[config.mk]
export PLATFORM = sky130hd
export DESIGN_NAME = usbdev_aon_wake_mp_flat
export DESIGN_NICKNAME = d
export VERILOG_FILES = /design/src/rtl/usbdev_aon_wake_mp_if.sv /design/src/rtl/usbdev_aon_wake_mp.sv /design/src/flat_wrapper.sv
export SDC_FILE = /design/constraint.sdc
export NUM_CORES = 1
export LEC_CHECK = 0
export BUFFER_PORTS_ARGS = -buffer_cell sky130_fd_sc_hd__buf_4
export CAP_MARGIN = 15
export CELL_PAD_IN_SITES_DETAIL_PLACEMENT = 0
export CELL_PAD_IN_SITES_GLOBAL_PLACEMENT = 2
export CORE_UTILIZATION = 37
export CTS_CLUSTER_SIZE = 25
export DETAILED_ROUTE_END_ITERATION = 8
export PLACE_DENSITY = 0.83
export SLEW_MARGIN = 10
export SYNTH_ARGS = -nofsm -noshare
export SYNTH_HDL_FRONTEND = slang
export SYNTH_SLANG_ARGS = --single-unit
[constraint.sdc]
create_clock -name clk_aon_i -period 3.6 [get_ports clk_aon_i]
set_input_delay 0.36 -clock clk_aon_i [delete_from_list [all_inputs] [get_ports clk_aon_i]]
set_output_delay 0.36 -clock clk_aon_i [all_outputs]
set_load 0.05 [all_outputs]
[src/rtl/usbdev_aon_wake_mp_if.sv]
// Signal bundle between the AON wake detector and its surroundings.
// The master side drives pins and requests; the slave side is the detector.
interface usbdev_aon_wake_mp_if #(
    parameter int unsigned NumPorts = 2,
    parameter int unsigned TimeoutW = 16
);
    logic [NumPorts-1:0] usb_dp_i;
    logic [NumPorts-1:0] usb_dn_i;
    logic [NumPorts-1:0] usb_sense_i;
    logic [NumPorts-1:0] usbdev_dppullup_en_i;
    logic [NumPorts-1:0] usbdev_dnpullup_en_i;
    logic [NumPorts-1:0] suspend_req_aon_i;
    logic [NumPorts-1:0] wake_ack_aon_i;
    logic [TimeoutW-1:0] timeout_limit_i;
    logic [NumPorts-1:0] usb_dppullup_en_o;
    logic [NumPorts-1:0] usb_dnpullup_en_o;
    logic                wake_req_aon_o;
    logic [NumPorts-1:0] wake_port_aon_o;
    logic [NumPorts-1:0] bus_not_idle_aon_o;
    logic [NumPorts-1:0] bus_reset_aon_o;
    logic [NumPorts-1:0] sense_lost_aon_o;
    logic [NumPorts-1:0] timeout_aon_o;
    logic [NumPorts-1:0] wake_detect_active_aon_o;

    modport master (
        output usb_dp_i, usb_dn_i, usb_sense_i,
        output usbdev_dppullup_en_i, usbdev_dnpullup_en_i,
        output suspend_req_aon_i, wake_ack_aon_i, timeout_limit_i,
        input  usb_dppullup_en_o, usb_dnpullup_en_o, wake_req_aon_o, wake_port_aon_o,
        input  bus_not_idle_aon_o, bus_reset_aon_o, sense_lost_aon_o, timeout_aon_o,
        input  wake_detect_active_aon_o
    );

    modport slave (
        input  usb_dp_i, usb_dn_i, usb_sense_i,
        input  usbdev_dppullup_en_i, usbdev_dnpullup_en_i,
        input  suspend_req_aon_i, wake_ack_aon_i, timeout_limit_i,
        output usb_dppullup_en_o, usb_dnpullup_en_o, wake_req_aon_o, wake_port_aon_o,
        output bus_not_idle_aon_o, bus_reset_aon_o, sense_lost_aon_o, timeout_aon_o,
        output wake_detect_active_aon_o
    );
endinterface

[src/rtl/usbdev_aon_wake_mp.sv]
// Multi-port always-on USB wake detector: per-port pin conditioning, pull-up hold
// and an IDLE/ARMED/WOKEN FSM that raises a wake request until acknowledged.

// Counter filter: output follows the input only after Cycles consecutive differing samples.
module usbdev_aon_wake_mp_filter #(
    parameter int unsigned Cycles = 4
) (
    input  logic clk,
    input  logic rst,
    input  logic raw,
    output logic filt
);
    localparam int unsigned CntW = (Cycles > 1) ? $clog2(Cycles) : 1;

    logic [CntW-1:0] cnt;

    always_ff @(posedge clk or posedge rst) begin
        if (rst) begin
            cnt  <= '0;
            filt <= 1'b0;
        end else if (raw != filt) begin
            if (cnt == CntW'(Cycles - 1)) begin
                filt <= raw;
                cnt  <= '0;
            end else begin
                cnt <= cnt + CntW'(1);
            end
        end else begin
            cnt <= '0;
        end
    end
endmodule

module usbdev_aon_wake_mp #(
    parameter int unsigned NumPorts          = 2,
    parameter int unsigned FilterCycles      = 4,
    parameter int unsigned ResetFilterCycles = 3,
    parameter int unsigned TimeoutW          = 16
) (
    input logic                 clk_aon_i,
    input logic                 rst_aon_i,
    usbdev_aon_wake_mp_if.slave bus
);
    typedef enum logic [1:0] {IDLE = 2'd0, ARMED = 2'd1, WOKEN = 2'd2} state_t;

    logic [NumPorts-1:0] dppu_pad, dnpu_pad, wake, active;
    logic [NumPorts-1:0] flag_ni, flag_se0, flag_sl, flag_to;

    for (genvar g = 0; g < NumPorts; g++) begin : g_port
        state_t              state;
        logic [4:0]          sync1, sync2;
        logic                held_dp, held_dn, pad_dp, pad_dn;
        logic [TimeoutW-1:0] cnt;
        logic [3:0]          flags;
        logic                wake_q, active_q;
        logic                ni_raw, se0_raw, sl_raw, ni_filt, se0_filt, sl_filt;
        logic                timeout_hit;
        logic [3:0]          evt;

        // Two-flop synchroniser for {dp, dn, sense, dp pull-up, dn pull-up}.
        always_ff @(posedge clk_aon_i or posedge rst_aon_i) begin
            if (rst_aon_i) begin
                sync1 <= '0;
                sync2 <= '0;
            end else begin
                sync1 <= {bus.usb_dp_i[g], bus.usb_dn_i[g], bus.usb_sense_i[g],
                          bus.usbdev_dppullup_en_i[g], bus.usbdev_dnpullup_en_i[g]};
                sync2 <= sync1;
            end
        end

        // Passthrough while idle so the core keeps direct control of its pull-ups.
        assign pad_dp = (state == IDLE) ? bus.usbdev_dppullup_en_i[g] : held_dp;
        assign pad_dn = (state == IDLE) ? bus.usbdev_dnpullup_en_i[g] : held_dn;

        assign ni_raw  = (sync2[4] != pad_dp) | (sync2[3] != pad_dn);
        assign se0_raw = ~sync2[4] & ~sync2[3];
        assign sl_raw  = ~sync2[2];

        usbdev_aon_wake_mp_filter #(.Cycles(FilterCycles)) u_ni_filt (
            .clk(clk_aon_i), .rst(rst_aon_i), .raw(ni_raw), .filt(ni_filt)
        );
        usbdev_aon_wake_mp_filter #(.Cycles(ResetFilterCycles)) u_se0_filt (
            .clk(clk_aon_i), .rst(rst_aon_i), .raw(se0_raw), .filt(se0_filt)
        );
        usbdev_aon_wake_mp_filter #(.Cycles(ResetFilterCycles)) u_sl_filt (
            .clk(clk_aon_i), .rst(rst_aon_i), .raw(sl_raw), .filt(sl_filt)
        );

        assign timeout_hit = (bus.timeout_limit_i != '0) && (cnt == bus.timeout_limit_i);
        assign evt         = {1'b0, sl_filt, se0_filt, ni_filt};

        // Port FSM; wake_ack is checked first so it wins over same-cycle events.
        always_ff @(posedge clk_aon_i or posedge rst_aon_i) begin
            if (rst_aon_i) begin
                state    <= IDLE;
                held_dp  <= 1'b0;
                held_dn  <= 1'b0;
                cnt      <= '0;
                flags    <= '0;
                wake_q   <= 1'b0;
                active_q <= 1'b0;
            end else begin
                case (state)
                    IDLE: begin
                        held_dp <= sync2[1];
                        held_dn <= sync2[0];
                        cnt     <= '0;
                        flags   <= '0;
                        wake_q  <= 1'b0;
                        if (bus.suspend_req_aon_i[g]) begin
                            state    <= ARMED;
                            active_q <= 1'b1;
                        end
                    end
                    ARMED, WOKEN: begin
                        if (bus.wake_ack_aon_i[g]) begin
                            state    <= IDLE;
                            cnt      <= '0;
                            flags    <= '0;
                            wake_q   <= 1'b0;
                            active_q <= 1'b0;
                        end else begin
                            if (cnt != '1) cnt <= cnt + TimeoutW'(1);
                            if (state == ARMED) begin
                                flags <= flags | evt | {timeout_hit, 3'b000};
                                if ((|evt) || timeout_hit) begin
                                    state  <= WOKEN;
                                    wake_q <= 1'b1;
                                end
                            end else begin
                                flags <= flags | evt;
                            end
                        end
                    end
                    default: begin
                        state    <= IDLE;
                        wake_q   <= 1'b0;
                        active_q <= 1'b0;
                    end
                endcase
            end
        end

        assign dppu_pad[g] = pad_dp;
        assign dnpu_pad[g] = pad_dn;
        assign wake[g]     = wake_q;
        assign active[g]   = active_q;
        assign flag_ni[g]  = flags[0];
        assign flag_se0[g] = flags[1];
        assign flag_sl[g]  = flags[2];
        assign flag_to[g]  = flags[3];
    end

    assign bus.usb_dppullup_en_o        = dppu_pad;
    assign bus.usb_dnpullup_en_o        = dnpu_pad;
    assign bus.wake_port_aon_o          = wake;
    assign bus.wake_req_aon_o           = |wake;
    assign bus.bus_not_idle_aon_o       = flag_ni;
    assign bus.bus_reset_aon_o          = flag_se0;
    assign bus.sense_lost_aon_o         = flag_sl;
    assign bus.timeout_aon_o            = flag_to;
    assign bus.wake_detect_active_aon_o = active;
endmodule
[src/flat_wrapper.sv]
// flat-port wrapper written by rule: the top's interface ports become plain ports
module usbdev_aon_wake_mp_flat 
#(
    parameter int unsigned NumPorts          = 2,
    parameter int unsigned FilterCycles      = 4,
    parameter int unsigned ResetFilterCycles = 3,
    parameter int unsigned TimeoutW          = 16
)
  (clk_aon_i, rst_aon_i, bus_usb_dp_i, bus_usb_dn_i, bus_usb_sense_i, bus_usbdev_dppullup_en_i, bus_usbdev_dnpullup_en_i, bus_suspend_req_aon_i, bus_wake_ack_aon_i, bus_timeout_limit_i, bus_usb_dppullup_en_o, bus_usb_dnpullup_en_o, bus_wake_req_aon_o, bus_wake_port_aon_o, bus_bus_not_idle_aon_o, bus_bus_reset_aon_o, bus_sense_lost_aon_o, bus_timeout_aon_o, bus_wake_detect_active_aon_o);
  usbdev_aon_wake_mp_if #(.NumPorts(NumPorts), .TimeoutW(TimeoutW)) bus_i ();
  input logic clk_aon_i;
  input logic rst_aon_i;
  input wire logic [$bits(bus_i.usb_dp_i)-1:0] bus_usb_dp_i;
  input wire logic [$bits(bus_i.usb_dn_i)-1:0] bus_usb_dn_i;
  input wire logic [$bits(bus_i.usb_sense_i)-1:0] bus_usb_sense_i;
  input wire logic [$bits(bus_i.usbdev_dppullup_en_i)-1:0] bus_usbdev_dppullup_en_i;
  input wire logic [$bits(bus_i.usbdev_dnpullup_en_i)-1:0] bus_usbdev_dnpullup_en_i;
  input wire logic [$bits(bus_i.suspend_req_aon_i)-1:0] bus_suspend_req_aon_i;
  input wire logic [$bits(bus_i.wake_ack_aon_i)-1:0] bus_wake_ack_aon_i;
  input wire logic [$bits(bus_i.timeout_limit_i)-1:0] bus_timeout_limit_i;
  output wire logic [$bits(bus_i.usb_dppullup_en_o)-1:0] bus_usb_dppullup_en_o;
  output wire logic [$bits(bus_i.usb_dnpullup_en_o)-1:0] bus_usb_dnpullup_en_o;
  output wire logic [$bits(bus_i.wake_req_aon_o)-1:0] bus_wake_req_aon_o;
  output wire logic [$bits(bus_i.wake_port_aon_o)-1:0] bus_wake_port_aon_o;
  output wire logic [$bits(bus_i.bus_not_idle_aon_o)-1:0] bus_bus_not_idle_aon_o;
  output wire logic [$bits(bus_i.bus_reset_aon_o)-1:0] bus_bus_reset_aon_o;
  output wire logic [$bits(bus_i.sense_lost_aon_o)-1:0] bus_sense_lost_aon_o;
  output wire logic [$bits(bus_i.timeout_aon_o)-1:0] bus_timeout_aon_o;
  output wire logic [$bits(bus_i.wake_detect_active_aon_o)-1:0] bus_wake_detect_active_aon_o;
  assign bus_i.usb_dp_i = bus_usb_dp_i;
  assign bus_i.usb_dn_i = bus_usb_dn_i;
  assign bus_i.usb_sense_i = bus_usb_sense_i;
  assign bus_i.usbdev_dppullup_en_i = bus_usbdev_dppullup_en_i;
  assign bus_i.usbdev_dnpullup_en_i = bus_usbdev_dnpullup_en_i;
  assign bus_i.suspend_req_aon_i = bus_suspend_req_aon_i;
  assign bus_i.wake_ack_aon_i = bus_wake_ack_aon_i;
  assign bus_i.timeout_limit_i = bus_timeout_limit_i;
  assign bus_usb_dppullup_en_o = bus_i.usb_dppullup_en_o;
  assign bus_usb_dnpullup_en_o = bus_i.usb_dnpullup_en_o;
  assign bus_wake_req_aon_o = bus_i.wake_req_aon_o;
  assign bus_wake_port_aon_o = bus_i.wake_port_aon_o;
  assign bus_bus_not_idle_aon_o = bus_i.bus_not_idle_aon_o;
  assign bus_bus_reset_aon_o = bus_i.bus_reset_aon_o;
  assign bus_sense_lost_aon_o = bus_i.sense_lost_aon_o;
  assign bus_timeout_aon_o = bus_i.timeout_aon_o;
  assign bus_wake_detect_active_aon_o = bus_i.wake_detect_active_aon_o;
  usbdev_aon_wake_mp #(.NumPorts(NumPorts), .FilterCycles(FilterCycles), .ResetFilterCycles(ResetFilterCycles), .TimeoutW(TimeoutW)) u_core (.clk_aon_i(clk_aon_i), .rst_aon_i(rst_aon_i), .bus(bus_i));
endmodule
== Word level (Yosys, flattened, before mapping) ==
Cells that the tools add are included.

* Bits in registers: 90
* Latch bits: 0
* RAM bits: 0
* Bits in read-only memories: 0
* Output and inout port bits: 17
* Logic and storage cells: 166
* Memories kept: 0

* Add/sub/neg operators: 8
* Multiply operators: 0
* Divide/modulo/power cells: 0
* $lt $le $gt $ge: 0
* Equal/unequal tests: 34
* Shift-type cells: 0
* Multiplexer cells: 52
* Bitwise logic cells: 14
* Reduce and logical (&&, ||, !) cells: 28

{| class="wikitable"
|+ Operators by type and width
! operator !! count
|-
| $mux W16 || 4
|-
| $pmux W16 S2 || 2
|-
| $mux W2 || 20
|-
| $add A16 B1 Y16 const B || 2
|-
| $eq A16 B16 Y1 || 2
|-
| $ne A16 B16 Y1 const B || 2
|-
| $reduce_and A2 Y1 || 12
|-
| $ne A3 B2 Y1 const B || 6
|-
| $eq A2 B2 Y1 const B || 8
|-
| $mux W1 || 16
|-
| $mux W4 || 4
|-
| $pmux W4 S2 || 2
|-
| $reduce_bool A16 Y1 || 1
|-
| $add A2 B1 Y2 const B || 6
|-
| $ne A1 B1 Y1 || 10
|-
| $ne A2 B2 Y1 const B || 4
|-
| $or A4 B3 Y4 || 2
|-
| $or A4 B4 Y4 || 2
|-
| $pmux W2 S2 || 2
|-
| $not A1 Y1 || 6
|-
| $reduce_and A3 Y1 || 2
|-
| $reduce_or A2 Y1 || 3
|-
| $reduce_or A3 Y1 || 2
|-
| $eq A2 B1 Y1 const B || 2
|-
| other kinds (7) || 14
|}

== Logic depth before layout (Yosys ltp) ==
* Depth after elaboration: 7
* Mapped depth: 8

== By module ==
A second synthesis with hierarchy kept.

* Cell total of the unflattened synthesis: 436
* Area total of the unflattened synthesis: 4,460.5 µm²

{| class="wikitable"
|+ Modules (own cells, without submodules)
! module !! instances !! cells an instance !! area an instance (µm²)
|-
| usbdev_aon_wake_mp || 1 || 382 || 3,689.8
|-
| usbdev_aon_wake_mp_filter (u_core.g_port[0].u_se0_filt ...) || 4 || 9 || 128.9
|-
| usbdev_aon_wake_mp_filter (u_core.g_port[0].u_ni_filt ...) || 2 || 9 || 127.6
|}

== Worst setup path after synthesis ==
OpenSTA, ideal clock, no wires.

* Kind: register to register
* From: register u_core.g_port[0].state[0]
* To: register u_core.g_port[0].state[1]
* Setup time: 95 ps
* Arrival: 1,807 ps
* Required time: 3,505 ps
* Slack: 1,698 ps
* Stages on the path, launching flop included: 9
* Buffers on the path: 1
* Clock period less this slack: 1,902 ps
* Path through: dfrtp_1 -> inv_1 -> ha_1 -> nand2b_1 -> clkbuf_1 -> or4_1 -> a21o_1 -> a31o_2 -> o31ai_1

* Longest elaborated chain between the ends: 4
* Elaborated cells between the ends (all ways): 9
* Those cells by class: eq/ne: 5; mux: 1; reduce/logical: 3

{| class="wikitable"
|+ Ends and longest elaborated chain
! element !! line !! RTL
|-
| start: declaration || usbdev_aon_wake_mp.sv:50 || <nowiki>state_t state;</nowiki>
|-
| start signal: assignment || usbdev_aon_wake_mp.sv:96 || <nowiki>state <= IDLE;</nowiki>
|-
| start signal: assignment || usbdev_aon_wake_mp.sv:112 || <nowiki>state <= ARMED;</nowiki>
|-
| start signal: assignment || usbdev_aon_wake_mp.sv:118 || <nowiki>state <= IDLE;</nowiki>
|-
| $eq A2 B2 Y1 or $eq A2 B1 Y1 (tied branches) || usbdev_aon_wake_mp.sv:104, usbdev_aon_wake_mp.sv:125 ||
|-
| $reduce_or A2 Y1 || usbdev_aon_wake_mp.sv:104 || <nowiki>case (state)</nowiki>
|-
| $ne A3 B2 Y1 (no line) || -- ||
|-
| $reduce_and A3 Y1 (no line) || -- ||
|}

Parallel ways exist; a longest one is shown, timed or not.
A chain may end at the register's enable or synchronous reset.

== Worst setup path in the final report ==
* From: register u_core.g_port[1].state[0]
* To: register u_core.g_port[1].cnt[5]

* Longest elaborated chain between the ends: 4
* Elaborated cells between the ends (all ways): 8
* Those cells by class: eq/ne: 3; mux: 1; reduce/logical: 4

{| class="wikitable"
|+ Ends and longest elaborated chain
! element !! line !! RTL
|-
| start: declaration || usbdev_aon_wake_mp.sv:50 ||
|-
| start signal: assignment || usbdev_aon_wake_mp.sv:96 ||
|-
| start signal: assignment || usbdev_aon_wake_mp.sv:112 ||
|-
| start signal: assignment || usbdev_aon_wake_mp.sv:118 ||
|-
| $eq A2 B2 Y1 or $eq A2 B1 Y1 (tied branches) || usbdev_aon_wake_mp.sv:104 ||
|-
| $reduce_or A2 Y1 || usbdev_aon_wake_mp.sv:104 ||
|-
| $ne A3 B2 Y1 (no line) or $reduce_bool A2 Y1 (tied branches) || -- ||
|-
| $reduce_and A2 Y1 (no line) || -- ||
|-
| end signal: assignment || usbdev_aon_wake_mp.sv:124 || <nowiki>if (cnt != '1) cnt <= cnt + TimeoutW'(1);</nowiki>
|-
| end: declaration || usbdev_aon_wake_mp.sv:53 || <nowiki>logic [TimeoutW-1:0] cnt;</nowiki>
|}

Parallel ways exist; a longest one is shown, timed or not.

==> implementation parameters <==
Parameter                              Value

Drt
  Avg WL per Cell ... 15.5 um
  Via count of the routed design ... 3483
  DRT iter0 DRCs ... 201
  1st-pass router iterations ... 4
  Per-cell via count in the routed design ... 5.33
  Count of nets left with antenna violations after detail routing ... 0
  Sum of routed wire length over all layers ... 10200 um
  DRC errors left ... 0

Clock tree
  Clock root buffer ... clkbuf_16
  Number of clock buffers inserted by TritonCTS ... 9
  Level count of the clock H-tree ... 3
  Clock-pin slew on the worst setup and hold paths ... 0.07 ns
  Num Clock Sinks ... 90
  Post-cts gate resize count ... 0
  TritonCTS clock tree ... yes
  Clk buf depth ... 2
  Worst-Skew Late Latency ... 0.34 ns
  Number of buffers added for setup after CTS ... 0
  Number of hold-repair buffers added at the cts stage ... 0

Die
  Horizontal die dimension ... 113 um
  Core area ... 0.0120 sq mm
  Number of standard-cell rows in the floorplan ... 40
  Die boundary height ... 113 um
  Starting utilization of the core area ... 0.380
  Number of top-level design ports ... 49
  Area of the die ... 0.0128 sq mm

Synthesis
  Mapped Nets ... 506
  Synth Cell Area ... 0.00457 sq mm
  Primary flip-flop cell chosen by synthesis mapping ... dfrtp_1
  Async set-or-reset flop fraction in the synthesized netlist ... 1.00
  Warnings from Yosys ... 0
  Post-Synthesis Mean Instance Area ... 9.84 sq um
  Number of register bits inferred by synthesis ... 90
  Proportion of synthesized chip area in sequential cells ... 0.493
  Synth Instances ... 464
  Netlist cell types ... 55
  Count of flip-flops with a built-in enable after synthesis ... 0

STA
  Final Skew ... 0.00472 ns
  Final critical delay including setup and external delays ... 2.20 ns
  Final hold slack ... 0.122 ns
  Final hold violation count ... 0
  Max Clock Freq ... 454 MHz
  Max-slew headroom at the worst pin ... 0.327
  Least-Margin Pin Slew ... 1.00 ns
  Summed negative setup slack over all endpoints ... 0 ns
  Setup repair after global routing missed its margin ... false
  Count of final max-slew check failures ... 0
  Part of the cycle the worst path needs ... 0.612
  Number of endpoints failing setup at the final stage ... 0

Worst setup path
  Maximum fanout encountered on the critical timing path ... 17
  Sort of element at the end of the critical path ... flip-flop
  Setup crit start kind ... flip-flop
  Number of buffer and inverter instances along the worst setup path ... 2
  Gate family responsible for the most delay along the worst path ... simple AND/OR/NAND/NOR gates
  Ordered list of cells on the worst path ... inv_1 -> ha_1 -> nor2b_1 -> nor2_1 -> buf_4 -> or4_2 -> nand2_1
  Endpoint required time on the critical path ... 3.88 ns
  Setup Crit Path Kind ... flip-flop to flip-flop
  Highest-delay cell along the critical path ... or4_2
  Worst EP arrival ... 2.48 ns
  Stage delay of the slowest cell on the critical path ... 0.61 ns

Global route
  Largest net degree at the start of global routing ... 50
  Total routing usage reported by global routing ... 0.172
  Number of global-route vias before repair ... 3416
  Global route overflow ... 0
  Initial antenna violation count ... 0
  Global-route wire length before repair ... 17100 um

Finish
  Share of post-route cells with drive strength above 1 ... 0.160
  Most common library cell in the layout ignoring fill and taps ... dfrtp_1
  Number of inserted diodes ... 0
  Synthesis-to-layout area growth ... 16.6%
  Final layout net count ... 545
  Top library cells by usage in the layout, fill and taps aside ... dfrtp_1 (90), buf_4 (51), nand2_1 (46)

Hold path
  Hold Path Class ... input pin to flip-flop

Place
  Placer's final routability congestion estimate ... 0.790
  Number of buffers added on ports ... 48
  HPWL after detailed placement ... 7410 um

Run status
  Result of the run ... complete, no violations

Pwr
  Maximum VDD drop ... 0.351 mV
  Power density over the cells ... 697 mW/mm^2
  Standby leakage power ... 2.27 nW

Flow run
  Number of violations of the max-capacitance limit ... 0
==> path summary, 6_finish.rpt <==
path,startpoint,slack (ns),to,depth (start not counted)
worst max-delay path,u_core.g_port[1].state[0],1.40,u_core.g_port[1].cnt[5],7
worst min-delay path,bus_usb_sense_i[1],0.12,u_core.g_port[1].sync1[2],1
worst max register to register,u_core.g_port[1].state[0],1.40,u_core.g_port[1].cnt[5],7
worst min register to register,u_core.g_port[0].sync1[2],0.35,u_core.g_port[0].sync2[2],0
max in group asynchronous,rst_aon_i,2.61,u_core.g_port[0].cnt[15],3
min in group asynchronous,rst_aon_i,0.16,u_core.g_port[1].sync1[2],2
==> state kept, by name, indices dropped and copies added, names as in the netlist, 4 cells and up <==
signal,flops
u_core.g_port.u_se0_filt.cnt,4
u_core.g_port.state,4
u_core.g_port.cnt,32
u_core.g_port.sync1,10
u_core.g_port.u_sl_filt.cnt,4
u_core.g_port.sync2,10
u_core.g_port.u_ni_filt.cnt,4
u_core.g_port.flags,8
==> synth_stat cells (2+ instances only) <==
library cell | instances | area, sq um
o21ai_1 | 4 | 20.0
clkbuf_1 | 8 | 30.0
or2_2 | 2 | 12.5
nand3_1 | 16 | 80.1
and4_1 | 3 | 26.3
o41ai_1 | 3 | 26.3
nor3b_1 | 5 | 37.5
inv_1 | 18 | 67.6
o21ai_0 | 16 | 80.1
xor2_1 | 4 | 35.0
and3_1 | 5 | 31.3
or4_1 | 9 | 67.6
o31ai_1 | 7 | 52.6
buf_2 | 4 | 20.0
a21oi_1 | 32 | 160
a2bb2oi_1 | 2 | 17.5
nor2_1 | 34 | 128
xnor2_1 | 40 | 350
nor4b_1 | 2 | 17.5
o211ai_1 | 5 | 37.5
nor4_4 | 2 | 42.5
a31oi_1 | 3 | 18.8
a31o_2 | 2 | 17.5
nand2b_1 | 11 | 68.8
dfrtp_1 | 90 | 2250
o21a_1 | 2 | 15.0
nor2b_1 | 3 | 18.8
nor4_1 | 9 | 56.3
a21boi_0 | 3 | 22.5
nand4_1 | 11 | 68.8
or3_1 | 9 | 56.3
a21o_1 | 3 | 22.5
nand2_1 | 46 | 173
nor3_1 | 13 | 65.1
ha_1 | 10 | 125
buf_4 | 9 | 67.6
==> logic make-up (layout without fill, tap and decap cells) <==
group | after synthesis | in the layout | share of synthesized area
buf+inv | 41 | 84 | 0.0441
xor+xnor | 44 | 44 | 0.0844
mux | 1 | 1 | 0.00219
simple gates | 188 | 188 | 0.224
compound gates | 90 | 90 | 0.124
flops | 90 | 90 | 0.493
fa+ha+maj | 10 | 10 | 0.0274
==> power by group <==
| group | internal (W) | switching [W] |
|---|---|---|
| sequential | 0.00121 | 0.000157 |
| combinational | 0.000459 | 0.000860 |
| clock | 0.000617 | 0.000412 |
==> layer usage <==
metal,vias up,global-route usage,wire [um]
li1,1715,-,-
met1,1702,0.239,4970
met2,60,0.266,4680
met3,6,0.0300,383
met4,0,0.0684,121
met5,-,0,0
==> final cells by class <==
cell class / count / area (sq um)
Timing Repair Buffer: 51 / 383
Fill cell: 1158 / 6690
Inverter: 18 / 68.8
Sequential cell: 90 / 2250
Multi-Input combinational cell: 333 / 2110
Tap cell: 147 / 184
Clock inverter: 6 / 100
Clock buffer: 9 / 225
==> worst reg2reg max path, stage by stage, from the launching register on <==
cell and delay (ns):
dfrtp_1 0.40, inv_1 0.06, ha_1 0.32, nor2b_1 0.38, nor2_1 0.07, buf_4 0.21, or4_2 0.62, nand2_1 0.08
==> through the flow <==
stage	util	instances	setup WS (ns)	cell area (sq um)	power, W
CTS	0.443	654	1.39	5330	0.00376
global route	0.443	654	1.18	5330	0.00396
finish	0.443	654	1.40	5330	0.00371
global placement	0.416	639	1.46	5000	0.00269
detailed placement	0.416	639	1.40	5000	0.00272
floorplan	-	464	0.905	4570	0.00241
No activity file was read; power rests on OpenSTA's default activity.
